===== src/rtl/proxy_weight_loader_pkg.sv =====
// ============================================================================
//  Module      : proxy_weight_loader_pkg
//  Description : Shared state encoding and weight type for the proxy weight
//                loader and the chain registers it drives.
//  Revision    : 1.0 - initial release
// ============================================================================
`default_nettype none

package proxy_weight_loader_pkg;

    localparam int unsigned WORD_SIZE_DFLT = 16;

    typedef logic signed [WORD_SIZE_DFLT-1:0] weight_t;

    typedef logic [1:0] state_t;

    localparam state_t ST_IDLE  = 2'd0;
    localparam state_t ST_FILL  = 2'd1;
    localparam state_t ST_SHIFT = 2'd2;
    localparam state_t ST_DONE  = 2'd3;

endpackage

`default_nettype wire


===== src/rtl/proxy_weight_loader.sv =====
// ============================================================================
//  Module      : proxy_weight_loader
//  Description : Buffers one column of weights (zeroing bypassed rows), then
//                shifts them farthest-row-first into a two-stage chain.
//  Revision    : 1.0 - initial release
// ============================================================================
`default_nettype none

module proxy_weight_loader
    import proxy_weight_loader_pkg::*;
#(
    parameter int WORD_SIZE = WORD_SIZE_DFLT,
    parameter int CHAIN_LEN = 4
) (
    input  logic                        clk,
    input  logic                        rst,
    input  logic                        start,
    input  logic [CHAIN_LEN-1:0]        row_bypass,
    input  logic signed [WORD_SIZE-1:0] wt_in,
    input  logic                        wt_valid,
    output logic                        wt_ready,
    input  logic                        stall,
    output logic signed [WORD_SIZE-1:0] chain_d,
    output logic                        shift_en,
    output logic                        busy,
    output logic                        done
);

    localparam int ROW_W = (CHAIN_LEN > 1) ? $clog2(CHAIN_LEN) : 1;
    localparam int CNT_W = $clog2(2 * CHAIN_LEN);

    localparam logic [ROW_W-1:0] c_LAST_ROW   = ROW_W'(CHAIN_LEN - 1);
    localparam logic [CNT_W-1:0] c_LAST_SHIFT = CNT_W'(2 * CHAIN_LEN - 1);

    state_t                        r_state;
    logic [CHAIN_LEN-1:0]          r_mask;
    logic [ROW_W-1:0]              r_fill_row;
    logic [CNT_W-1:0]              r_shift_cnt;
    logic signed [WORD_SIZE-1:0]   r_buf [CHAIN_LEN];
    logic                          r_done;

    logic                          w_row_byp;
    logic [ROW_W-1:0]              w_rd_row;

    assign w_row_byp = r_mask[r_fill_row];

    always_ff @(posedge clk) begin
        if (rst) begin
            r_state     <= ST_IDLE;
            r_mask      <= '0;
            r_fill_row  <= '0;
            r_shift_cnt <= '0;
            r_done      <= 1'b0;
            for (int i = 0; i < CHAIN_LEN; i++) begin
                r_buf[i] <= '0;
            end
        end else begin
            // done appears the cycle after DONE so the next start can be taken with it
            r_done <= (r_state == ST_DONE);
            case (r_state)
                ST_IDLE: begin
                    if (start) begin
                        r_mask     <= row_bypass;
                        r_fill_row <= '0;
                        r_state    <= ST_FILL;
                    end
                end
                ST_FILL: begin
                    if (w_row_byp || wt_valid) begin
                        r_buf[r_fill_row] <= w_row_byp ? '0 : wt_in;
                        if (r_fill_row == c_LAST_ROW) begin
                            r_shift_cnt <= '0;
                            r_state     <= ST_SHIFT;
                        end else begin
                            r_fill_row <= r_fill_row + 1'b1;
                        end
                    end
                end
                ST_SHIFT: begin
                    if (!stall) begin
                        if (r_shift_cnt == c_LAST_SHIFT) begin
                            r_state <= ST_DONE;
                        end else begin
                            r_shift_cnt <= r_shift_cnt + 1'b1;
                        end
                    end
                end
                ST_DONE: r_state <= ST_IDLE;
                default: r_state <= ST_IDLE;
            endcase
        end
    end

    // Each buffered word is presented for two counted shifts: one per stage of its row.
    always_comb begin
        wt_ready = 1'b0;
        shift_en = 1'b0;
        chain_d  = '0;
        w_rd_row = c_LAST_ROW - ROW_W'(r_shift_cnt >> 1);
        if (r_state == ST_FILL) begin
            wt_ready = !w_row_byp;
        end
        if (r_state == ST_SHIFT) begin
            shift_en = 1'b1;
            chain_d  = r_buf[w_rd_row];
        end
    end

    assign busy = (r_state != ST_IDLE);
    assign done = r_done;

endmodule

`default_nettype wire


===== config.mk =====
export PLATFORM = sky130hd
export DESIGN_NAME = proxy_weight_loader
export DESIGN_NICKNAME = d
export VERILOG_FILES = /design/src/rtl/proxy_weight_loader_pkg.sv /design/src/rtl/proxy_weight_loader.sv
export SDC_FILE = /design/constraint.sdc
export NUM_CORES = 1
export LEC_CHECK = 0
export CAP_MARGIN = 30
export CORE_AREA = 8 8 88 90
export DETAILED_ROUTE_END_ITERATION = 7
export DIE_AREA = 0 0 96 98
export PLACE_DENSITY = 0.86
export SYNTH_ARGS = -nofsm -noshare
export SYNTH_HDL_FRONTEND = slang
export SYNTH_SLANG_ARGS = --single-unit

===== constraint.sdc =====
create_clock -name clk -period 4.64 [get_ports clk]
set_input_delay 0.928 -clock clk [delete_from_list [all_inputs] [get_ports clk]]
set_output_delay 0.928 -clock clk [all_outputs]
set_load 0.01 [all_outputs]

==> results of run 1 <==
[state kept, by name, indices dropped and copies added, names as in the netlist]
register and cells:
r_buf 64, r_state 2, r_fill_row 2, r_mask 4
r_shift_cnt 3, done 1
[power by group through the flow]
| stage | clock network (mW) | registers (mW) | logic (mW) |
|---|---|---|---|
| 6_report | 0.616 | 0.838 | 0.429 |
| 2_1_floorplan | 0 | 0.839 | 0.285 |
| 5_1_grt | 0.643 | 0.844 | 0.474 |
| 3_5_place_dp | 0 | 0.853 | 0.431 |
| 3_3_place_gp | 0 | 0.850 | 0.417 |
| 4_1_cts | 0.618 | 0.838 | 0.435 |
[cell usage after synthesis (all sizes together) (6+ instances only)]
master / number / area (sq um)
clkbuf: 8 / 30.0
edfxtp: 64 / 1920
nand3: 8 / 40.0
buf: 12 / 78.8
nor2: 69 / 289
ha: 8 / 100
mux4: 16 / 360
and2: 18 / 113
a21oi: 6 / 30.0
dfxtp: 12 / 240
nand2: 31 / 116
inv: 6 / 22.5
[metal layers]
layer,vias up,part of all wire,GRT usage
met5,-,0,0
met3,14,0.089,0.0453
met1,1146,0.37,0.196
met2,120,0.52,0.292
li1,1140,-,-
met4,0,0.019,0.0923
[logic make-up (layout without fill, tap and decap cells)]
| family | after synthesis | in the layout | synth area share |
|---|---|---|---|
| and+or+nand+nor | 142 | 142 | 0.181 |
| buffers and inverters | 26 | 69 | 0.0357 |
| muxes | 20 | 20 | 0.115 |
| AOI/OAI and AO/OA | 23 | 23 | 0.0528 |
| adders and majority gates | 8 | 8 | 0.0272 |
| DFF | 76 | 76 | 0.588 |
[worst min-delay path by stage]
| stage | slack, ns | from | to |
|---|---|---|---|
| 5_1_grt | 0.49 | r_mask[3] | r_mask[3] |
| 2_1_floorplan | 0.44 | r_mask[0] | r_mask[0] |
| 4_1_cts | 0.46 | r_mask[3] | r_mask[3] |
| 3_3_place_gp | 0.45 | r_mask[1] | r_mask[1] |
| 6_report | 0.47 | r_mask[3] | r_mask[3] |
| 3_5_place_dp | 0.45 | r_mask[3] | r_mask[3] |
[critical path: stages, from the launching register on]
cell and delay [ns]:
dfxtp_1 0.80, buf_4 0.33, mux4_2 0.51, and2_1 0.17, clkdlybuf4s50_1 0.48
[area by class of cell]
| cell class | count | area (sq um) | share of cell area |
|---|---|---|---|
| inverters | 6 | 22.5 | 0.00514 |
| multi-input cells | 193 | 1380 | 0.316 |
| flip-flops and latches | 76 | 2160 | 0.494 |
| repair buffers | 47 | 463 | 0.106 |
| well taps | 80 | 100 | 0.0229 |
| clock inverters | 7 | 124 | 0.0283 |
| clock buffers | 9 | 124 | 0.0283 |
[metrics by stage]
step	cell area (sq um)	hold WS (ns)	setup slack (ns)
floorplan	3680	0.436	1.94
global placement	4130	0.447	0.886
detailed placement	4130	0.453	0.772
CTS	4380	0.464	1.00
global route	4380	0.491	0.891
finish	4380	0.466	1.07
==> reports/metrics.yaml, run 1 <==
run_status:
  outcome: "finished clean"
critical_path:
  crit_fanout: 12
  r2r_start: "r_state[1]"
  critPathLaunchType: "flip-flop"
  critPathLaunch: "r_shift_cnt[1]"
  path_class: "flip-flop to output pin"
  arrival_ns: 2.64
  r2r-end: "r_buf[1][12]"
  worstSetupEndpoint: "chain_d[4]"
  endpoint_kind: "output pin"
  reg2reg_setup_slack_ns: 1.74
  reg2reg_depth: 5
  required_ns: 3.71
timing:
  max_slew_margin: 0.396
  slew_viol_final: 0
  hold_viol: 0
  rsz0062_at_grt: "false"
  finalSetupViolCount: 0
  fin_skew_ns: 0.0112
  worstMarginPinSlew_ns: 0.904
  fmax_ghz: 0.280
  min_period_ns: 3.57
  finalCritPeriodShare: 0.769
  setup_tns_ns: 0
clocking:
  root_buffer: "clkbuf_8"
  cts_buffers: 9
  ctsLongestPathBuffers: 2
  cts.clk_slew.worst_paths_ns: 0.08
  postCtsHoldBufs: 0
  clkLatencyLatePin_ns: 0.35
  clock_sinks: 76
  postCtsSetupBuffers: 0
  ctsResizeCount: 0
  htree_num_levels: 3
  cts_tree: "built"
flow_run:
  cap_violations: 0
pwr:
  p_int_mw: 1.35
  irDropWorstVdd_v: 0.000353
  p_sw_uw: 534
  finalPower_mw: 1.88
  seq_power_share: 0.445
  leakage_nw: 1.58
  comb_power_share: 0.228
  powerDensity_nw_per_um2: 430
  switching_share: 0.284
  pwr-share-clk: 0.327
logic_synthesis:
  syn_nets: 328
  synth.distinct_cells: 39
  syn_avg_cell_area_sq_um: 12.5
  yosys_warnings: 0
  ys_seq_area_frac: 0.588
  synth-edff-count: 64
  synth-main-ff-cell: "edfxtp_1"
  async_flop_share: 0
  synth-seq-cells: 76
  syn_inst: 295
  synth_area_sq_um: 3680
detailed_routing:
  vias: 2420
  drt_iter0_markers: 211
  firstDrtPassIters: 4
  drcViolationCount: 0
  vias_per_cell: 5.79
  wl_per_cell_microns: 18.6
  detail-route-antenna-nets: 0
  postRouteWirelength_microns: 7770
floorplan:
  initial_core_util: 0.566
  core_area_sq_um: 6490
  die_h_microns: 98
  die_area_sq_um: 9410
  die_width_microns: 96
  row_count: 30
  io_pins: 45
layout:
  antennaDiodeCount: 0
  area_delta_synth_final_pct: 19.1
  post-route-util: 0.674
  layout_common_cells: "edfxtp_1, nor2_1, clkdlybuf4s50_1, nand2_1, and2_1"
  drive_gt1_frac: 0.154
  nets: 366
  instances_no_fill: 418
  final_common_cell: "edfxtp_1"
  nFillCells: 460
global_routing:
  grt_pass1_vias: 2542
  grt_overflow: 0
  grt_pass1_wl_microns: 12400
  track_usage: 0.175
  antenna_found_initial: 0
  grt_max_degree: 27
placement:
  numPortBuffers: 44
  dp.cells: 402
  gp_congestion: 0.803
  dpl.hpwl_microns: 5280
worst_hold_path:
  hold_class: "flip-flop to flip-flop"
  whs_path_depth: 2
(Power assumes the default switching activity.)
==> run 2: changes to the inputs <==
--- a/config.mk
+++ b/config.mk
@@ -6,10 +6,10 @@
 export NUM_CORES = 1
 export LEC_CHECK = 0
 export CAP_MARGIN = 30
-export CORE_AREA = 8 8 88 90
+export CORE_AREA = 8 8 91 93
 export DETAILED_ROUTE_END_ITERATION = 7
-export DIE_AREA = 0 0 96 98
-export PLACE_DENSITY = 0.86
+export DIE_AREA = 0 0 99 101
+export PLACE_DENSITY = 0.81
 export SYNTH_ARGS = -nofsm -noshare
 export SYNTH_HDL_FRONTEND = slang
 export SYNTH_SLANG_ARGS = --single-unit
==> constraint.sdc (replaced) <==
create_clock -name clk -period 3.35 [get_ports clk]
set_input_delay 0.67 -clock clk [delete_from_list [all_inputs] [get_ports clk]]
set_output_delay 0.67 -clock clk [all_outputs]
set_load 0.01 [all_outputs]
==> run 2 against run 1 <==
Power up 34%; final cell count rose by 2.4%; worst hold slack worse by 0.0056 ns; critical path depth unchanged; wire length fell by 3.4%; register-to-register slack worse by 0.87 ns; combinational power grew 42%; highest routed layer unchanged.
==> reports/metrics.yaml, run 2 (synthesis gave the netlist of run 1 again) <==
global_routing:
  antenna_found_initial: 0
  grt_max_degree: 27
  grt_pass1_wl_microns: 12300
  grt_overflow: 0
  track_usage: 0.161
  grt_pass1_vias: 2550
pwr:
  powerDensity_nw_per_um2: 572
  irDropWorstVdd_v: 0.000493
  finalPower_mw: 2.52
  switching_share: 0.287
  seq_power_share: 0.458
  p_sw_uw: 723
  p_int_mw: 1.80
  comb_power_share: 0.241
  pwr-share-clk: 0.301
  leakage_nw: 1.60
timing:
  hold_viol: 0
  min_period_ns: 2.98
  finalCritPeriodShare: 0.888
  finalSetupViolCount: 0
  worstMarginPinSlew_ns: 0.885
  hold_ws_ns: 0.460
  timing.final.ws_setup_ns: 0.375
  rsz0062_at_grt: "false"
  max_slew_margin: 0.410
  fmax_ghz: 0.336
  slew_viol_final: 0
  setup_tns_ns: 0
  fin_skew_ns: 0.00446
layout:
  final_common_cell: "edfxtp_1"
  antennaDiodeCount: 0
  area_delta_synth_final_pct: 19.9
  largest_register: "r_buf"
  reg.largest.list: "r_buf (64), r_mask (4), r_shift_cnt (3)"
  final_area_sq_um: 4410
  layout_common_cells: "edfxtp_1, nor2_1, clkdlybuf4s50_1, nand2_1, and2_1"
  nets: 374
  nFillCells: 541
  largest_register_ffs: 64
  drive_gt1_frac: 0.168
critical_path:
  required_ns: 2.68
  arrival_ns: 2.31
  crit_fanout: 16
  reg2reg_setup_slack_ns: 0.87
  endpoint_kind: "output pin"
  critPathLaunchType: "flip-flop"
  reg2reg_depth: 6
  path_class: "flip-flop to output pin"
  r2r_start: "r_state[1]"
  worstSetupEndpoint: "chain_d[9]"
  critPathLaunch: "r_shift_cnt[1]"
  r2r-end: "r_buf[2][4]"
clocking:
  clkLatencyLatePin_ns: 0.35
  root_buffer: "clkbuf_8"
  htree_num_levels: 3
  cts.clk_slew.worst_paths_ns: 0.08
  clock_sinks: 76
  ctsLongestPathBuffers: 2
  cts_tree: "built"
  cts_buffers: 9
  ctsResizeCount: 0
  postCtsSetupBuffers: 0
  postCtsHoldBufs: 0
detailed_routing:
  detail-route-antenna-nets: 0
  vias_per_cell: 5.69
  vias: 2436
  drcViolationCount: 0
  wl_per_cell_microns: 17.5
  firstDrtPassIters: 4
  postRouteWirelength_microns: 7510
  drt_iter0_markers: 192
placement:
  gp_congestion: 0.778
  dpl.hpwl_microns: 4900
  numPortBuffers: 44
  placedInstanceArea_sq_um: 4190
  detailedPlace.worstSlack_ns: 0.632
floorplan:
  die_area_sq_um: 10000
  row_count: 31
  die_h_microns: 101
  die_width_microns: 99
  core_area_sq_um: 6940
  io_pins: 45
  initial_core_util: 0.529
flow_run:
  cap_violations: 0
worst_hold_path:
  hold_class: "flip-flop to flip-flop"
run_status:
  outcome: "finished clean"
run 2: cell count changes in the layout (fill, tap and decap cells not counted), sizes merged:
| cell | delta |
|---|---|
| clkinv | -1 |
| clkbuf | +1 |
| clkinvlp | +1 |
| bufinv | -1 |
| buf | +8 |
run 2: worst min-delay path by stage:
stage,from,endpoint,slack [ns],cells past startpoint
after floorplan,r_mask[0],r_mask[0],0.44,2
after detailed placement,r_mask[0],r_mask[0],0.45,2
after global routing,r_mask[0],r_mask[0],0.49,2
final,r_mask[0],r_mask[0],0.46,2
after global placement,r_mask[0],r_mask[0],0.45,2
after CTS,r_mask[0],r_mask[0],0.46,2
run 2: cell type report:
cell class,count,area (sq um),area share
clock buffer,10,128,0.0290
clock inverter,6,87.6,0.0199
inverter,6,22.5,0.00511
multi-input combinational,193,1380,0.314
sequential,76,2160,0.490
tap,82,103,0.0233
timing repair buffer,55,523,0.119
run 2: power by group through the flow:
stage | logic [mW] | registers [mW] | clock network, mW
after floorplan | 0.395 | 1.16 | 0
after global placement | 0.602 | 1.17 | 0
after detailed placement | 0.612 | 1.18 | 0
after CTS | 0.616 | 1.16 | 0.766
after global routing | 0.678 | 1.17 | 0.805
final | 0.608 | 1.15 | 0.758
run 2: per-layer routing:
metal  wire length [microns]  GRT usage  up-vias
met4                      74     0.0708        0
met2                    3860      0.273       82
met3                     466     0.0539        8
li1                        -          -     1156
met5                       0          0        -
met1                    3110      0.182     1190
run 2: per-stage QoR:
step / utilization / cells
floorplan: - / 295
global placement: 0.604 / 412
detailed placement: 0.604 / 412
CTS: 0.635 / 428
global route: 0.635 / 428
finish: 0.635 / 428
run 2: critical path, stage by stage (launching register included):
cell	delay [ns]
dfxtp_1	0.40
buf_4	0.35
mux4_2	0.55
and2_1	0.18
clkdlybuf4s50_1	0.48
==> RTL change 1 (config.mk and constraints of run 2) <==
The parameter `CHAIN_LEN` goes from 4 to 2.
--- a/src/rtl/proxy_weight_loader.sv
+++ b/src/rtl/proxy_weight_loader.sv
@@ -12,3 +12,3 @@
     parameter int WORD_SIZE = WORD_SIZE_DFLT,
-    parameter int CHAIN_LEN = 4
+    parameter int CHAIN_LEN = 2
 ) (
Interface: changed (resized row_bypass); port bits go from 45 to 43. No check against the original RTL was run, so the function may have changed too.
==> RTL change 1 against run 2 <==
  * First-iteration DRC count down 64%
  * Design area down 42%
  * Clock skew up 0.0041 ns
  * Power down 44%
  * Register-to-register slack better by 0.42 ns
  * Routed wire length down 44%
  * Critical path depth unchanged
  * Area after synthesis down 47%
  * Largest cell class unchanged
  * Worst setup slack better by 0.23 ns
  * Sequential cell count down 36
  * Sequential power down 45%
  * Via count down 42%
==> RTL change 1: results (changes against run 2) <==
- Status: finished clean
- Fillers: 677 (+25%)
- Fraction of registers with async set/reset: 0 (unchanged)
- Worst vdd ir: 233.6 uV (-53%)
- GRT Resource Usage Total: 0.08976 (-0.07166)
- Clk_lat worst skew: 0.29 ns (-0.06 ns)
- Post-Syn Nets: 209 (-36%)
- Wire per inst: 13.75 um (-22%)
- Skew final: 0.008594 ns (+0.004135 ns)
- Seq/Total Area, Yosys: 0.5711 (-0.01709)
- # diodes: 0 (unchanged)
- R2R Path Start: r_state[1]
- I/O Buffers: 42 (-4.5%)
- Pin count of the biggest net entering global routing: 21 (-22%)
- Worst Tran Pin Value: 0.5620 ns (-0.3226 ns)
- Worst-path fanout max: 20 (+4)
- Post-synthesis mux area share: 0.08668 (-0.02836)
- Clock Tree Buf Depth: 2 (unchanged)
- Adder-cell area share of the yosys netlist: 0.04461 (+0.01738)
- Compound-gate portion of the synthesized area: 0.05417 (+0.001418)
- Number of H-tree levels: 2 (-1)
- Worst setup path start: r_state[0]
- Synth top cells by count: nor2_1 (34), edfxtp_1 (32), nand2_1 (20), mux2i_1 (17), nor2b_1 (17)
- First-pass GRT wire length: 6989 um (-43%)
- Top post-synthesis cells by area: edfxtp_1 (49%), mux2i_1 (8.7%), dfxtp_1 (8.2%)
- Drt via density: 4.571 (-20%)
- Ys Warns: 0 (unchanged)
- Nets: 256 (-32%)
- Placed Area: 2479 um2 (-41%)
- Max FFs per register: 32 (-50%)
- Vias in the first global route: 1553 (-39%)
- Layout cell share with drive strength beyond 1: 0.07080 (-0.09683)
- Distinct cells, synth: 32 (-18%)
- DRT iter0 DRCs: 70 (-64%)
- Number of buffers created by CTS: 5 (-4)
- Post-synth EDFFs: 32 (-50%)
- GP Congestion: 0.7610 (-2.1%)
- Arr. time, crit path: 2.08 ns (-0.23 ns)
- Pleak: 0.9192 nW (-42%)
- Post-DP HPWL: 3230 um (-34%)
-- RTL change 1: logic make-up (layout without fill, tap and decap cells) --
kind of cell / count (synthesis) / in the layout
AOI/OAI and AO/OA: 17 / 17
buffers and inverters: 13 / 60
muxes: 17 / 17
DFF: 40 / 40
adders and majority gates: 7 / 7
and+or+nand+nor: 85 / 85
-- RTL change 1: metrics by stage --
step                hold WS (ns)  instances  worst slack (ns)    util
floorplan                 0.4440        179             1.306       -
global placement          0.4632        301            0.8117  0.3570
detailed placement        0.4609        301            0.7704  0.3570
CTS                       0.4720        308            0.5210  0.3682
global route              0.5162        308            0.4118  0.3682
finish                    0.4766        308            0.6007  0.3682
-- RTL change 1: path summary, 6_finish.rpt --
check | endpoint | slack [ns] | depth (start not counted)
max reg2reg | r_buf[1][10] | 1.29 | 5
max | chain_d[14] | 0.60 | 4
min reg2reg | r_mask[0] | 0.48 | 2
min | r_mask[0] | 0.48 | 2
-- RTL change 1: report_power, final --
| part | internal (mW) | switching (mW) | leakage, nW | total, mW |
|---|---|---|---|---|
| Sequential | 0.598 | 0.0302 | 0.397 | 0.629 |
| Clock | 0.141 | 0.152 | 0.0410 | 0.293 |
| Combinational | 0.236 | 0.253 | 0.481 | 0.489 |
-- RTL change 1: layout make-up --
class                   count  share of cell area
clock buffers               6             0.02839
flip-flops and latches     40              0.4386
well taps                  82             0.04014
repair buffers             49              0.1850
multi-input cells         126              0.3000
clock inverters             1            0.001958
inverters                   4            0.005874
-- RTL change 1: layer usage --
metal / vias to the layer above / GRT usage / wire length [um]
met3: 5 / 0.03108 / 247
met2: 32 / 0.1736 / 2378
met1: 667 / 0.07740 / 1530
met4: 0 / 0.05431 / 78
li1: 704 / - / -
met5: - / 0 / 0
-- RTL change 1: worst max-delay path, stage by stage (launching register included) --
cell and delay, ns:
dfxtp_1 0.34, inv_1 0.13, ha_1 0.53, nor2b_1 0.23, clkdlybuf4s50_1 0.55
==> RTL change 2 (flow settings as in run 2) <==
Made on the original files. Reset style: asynchronous (`rst`), changed in one clocked block.
--- a/src/rtl/proxy_weight_loader.sv
+++ b/src/rtl/proxy_weight_loader.sv
@@ -46,3 +46,3 @@
 
-    always_ff @(posedge clk) begin
+    always_ff @(posedge clk or posedge rst) begin
         if (rst) begin
Formal check against the unedited RTL: differs if rst is asserted again (counterexample within 4 cycles, from zero or initial values and one cycle with rst high); with rst held inactive, the same outputs for 10 cycles.
==> RTL change 2 against run 2 <==
  * Design area down 0.97%
  * Synthesized cell count up 13%
  * Via count up 9.0%
  * Die area unchanged
  * Sequential cell count unchanged
  * Global-route usage up 0.72 points
  * Critical path depth unchanged
  * Area after synthesis down 2.1%
  * Routed wire length up 6.0%
  * Final cell count up 8.4%
  * Worst setup slack better by 0.053 ns
  * Critical endpoint is now chain_d[10]
Power is not compared: it rests on default switching activity, and its combinational part moved more than twofold at a synthesized area within 25%.
==> RTL change 2: results (changes against run 2) <==
- Status: finished clean
- Fillers: 540 (-0.18%)
- DRT iter0 DRCs: 107 (-44%)
- Multi-input logic area: 1602 um2 (+16%)
- Post-DP HPWL: 5258 um (+7.2%)
- Signal buffers share of area: 0.1227 (+0.004022)
- Vias: 2655 (+9.0%)
- Crit path capture: chain_d[10]
- Met1 usage: 0.1985 (+0.01686)
- Grt met2 use: 0.2812 (+0.007796)
- Worst r2r path cells: 4 (-2)
- Hold Path Sink: r_buf[34]
- First-pass GRT wire length: 13370 um (+8.5%)
- Nets: 413 (+10%)
- Worst-path fanout max: 11 (-5)
- Fraction of registers with async set/reset: 1.000 (+1.000)
- Grt met3 use: 0.03384 (-0.02003)
- Drt pass-1 iters: 5 (+1)
- Slowest cell on crit path: dfrtp_1
- Hold path start: r_buf[34]
- Top post-synthesis cells by area: dfrtp_1 (53%), mux4_2 (10%), o21ai_0 (9.2%)
- Met3 WL post-DR: 356 um (-24%)
- Crit Reg-Reg Endpoint: r_state[1]
- Share of the synthesized area in the top cell type: 0.5287 (+0.005891)
- Distinct cells, synth: 29 (-26%)
- Max stage delay on crit path: 0.66 ns (+0.11 ns)
- Arr. time, crit path: 2.25 ns (-0.06 ns)
- Placed Area: 4164 um2 (-0.69%)
- Sequential cell count: 76 (unchanged)
- GP Congestion: 0.8173 (+5.1%)
- Register-to-Register Setup Slack: 1.43 ns (+0.56 ns)
- Synth top cells by count: nand2_1 (82), dfrtp_1 (76), o21ai_0 (66), and2_1 (21), mux4_2 (16)
## RTL change 2: kinds of logic (layout without fill, tap and decap cells)
group           count (synthesis)  count (layout)  share of synthesized area
mux                            26              26                     0.1374
compound gates                 82              82                     0.1290
fa+ha+maj                      11              11                    0.03826
simple gates                  110             110                     0.1336
buf+inv                        27              77                    0.03305
flops                          76              76                     0.5287
## RTL change 2: through the flow
step / setup slack (ns) / hold WS, ns / power (mW) / instances
global route: 0.3427 / 0.5070 / 3.964 / 464
CTS: 0.4052 / 0.4846 / 3.735 / 464
floorplan: 0.7417 / 0.4446 / 2.496 / 332
global placement: 0.8314 / 0.4570 / 2.930 / 448
finish: 0.4283 / 0.4859 / 3.708 / 464
detailed placement: 0.8100 / 0.4668 / 3.011 / 448
## RTL change 2: tightest hold or removal path, stage by stage, from the launching register on
cell,delay (ns)
dfrtp_1,0.34
nand2_1,0.05
o21ai_0,0.06
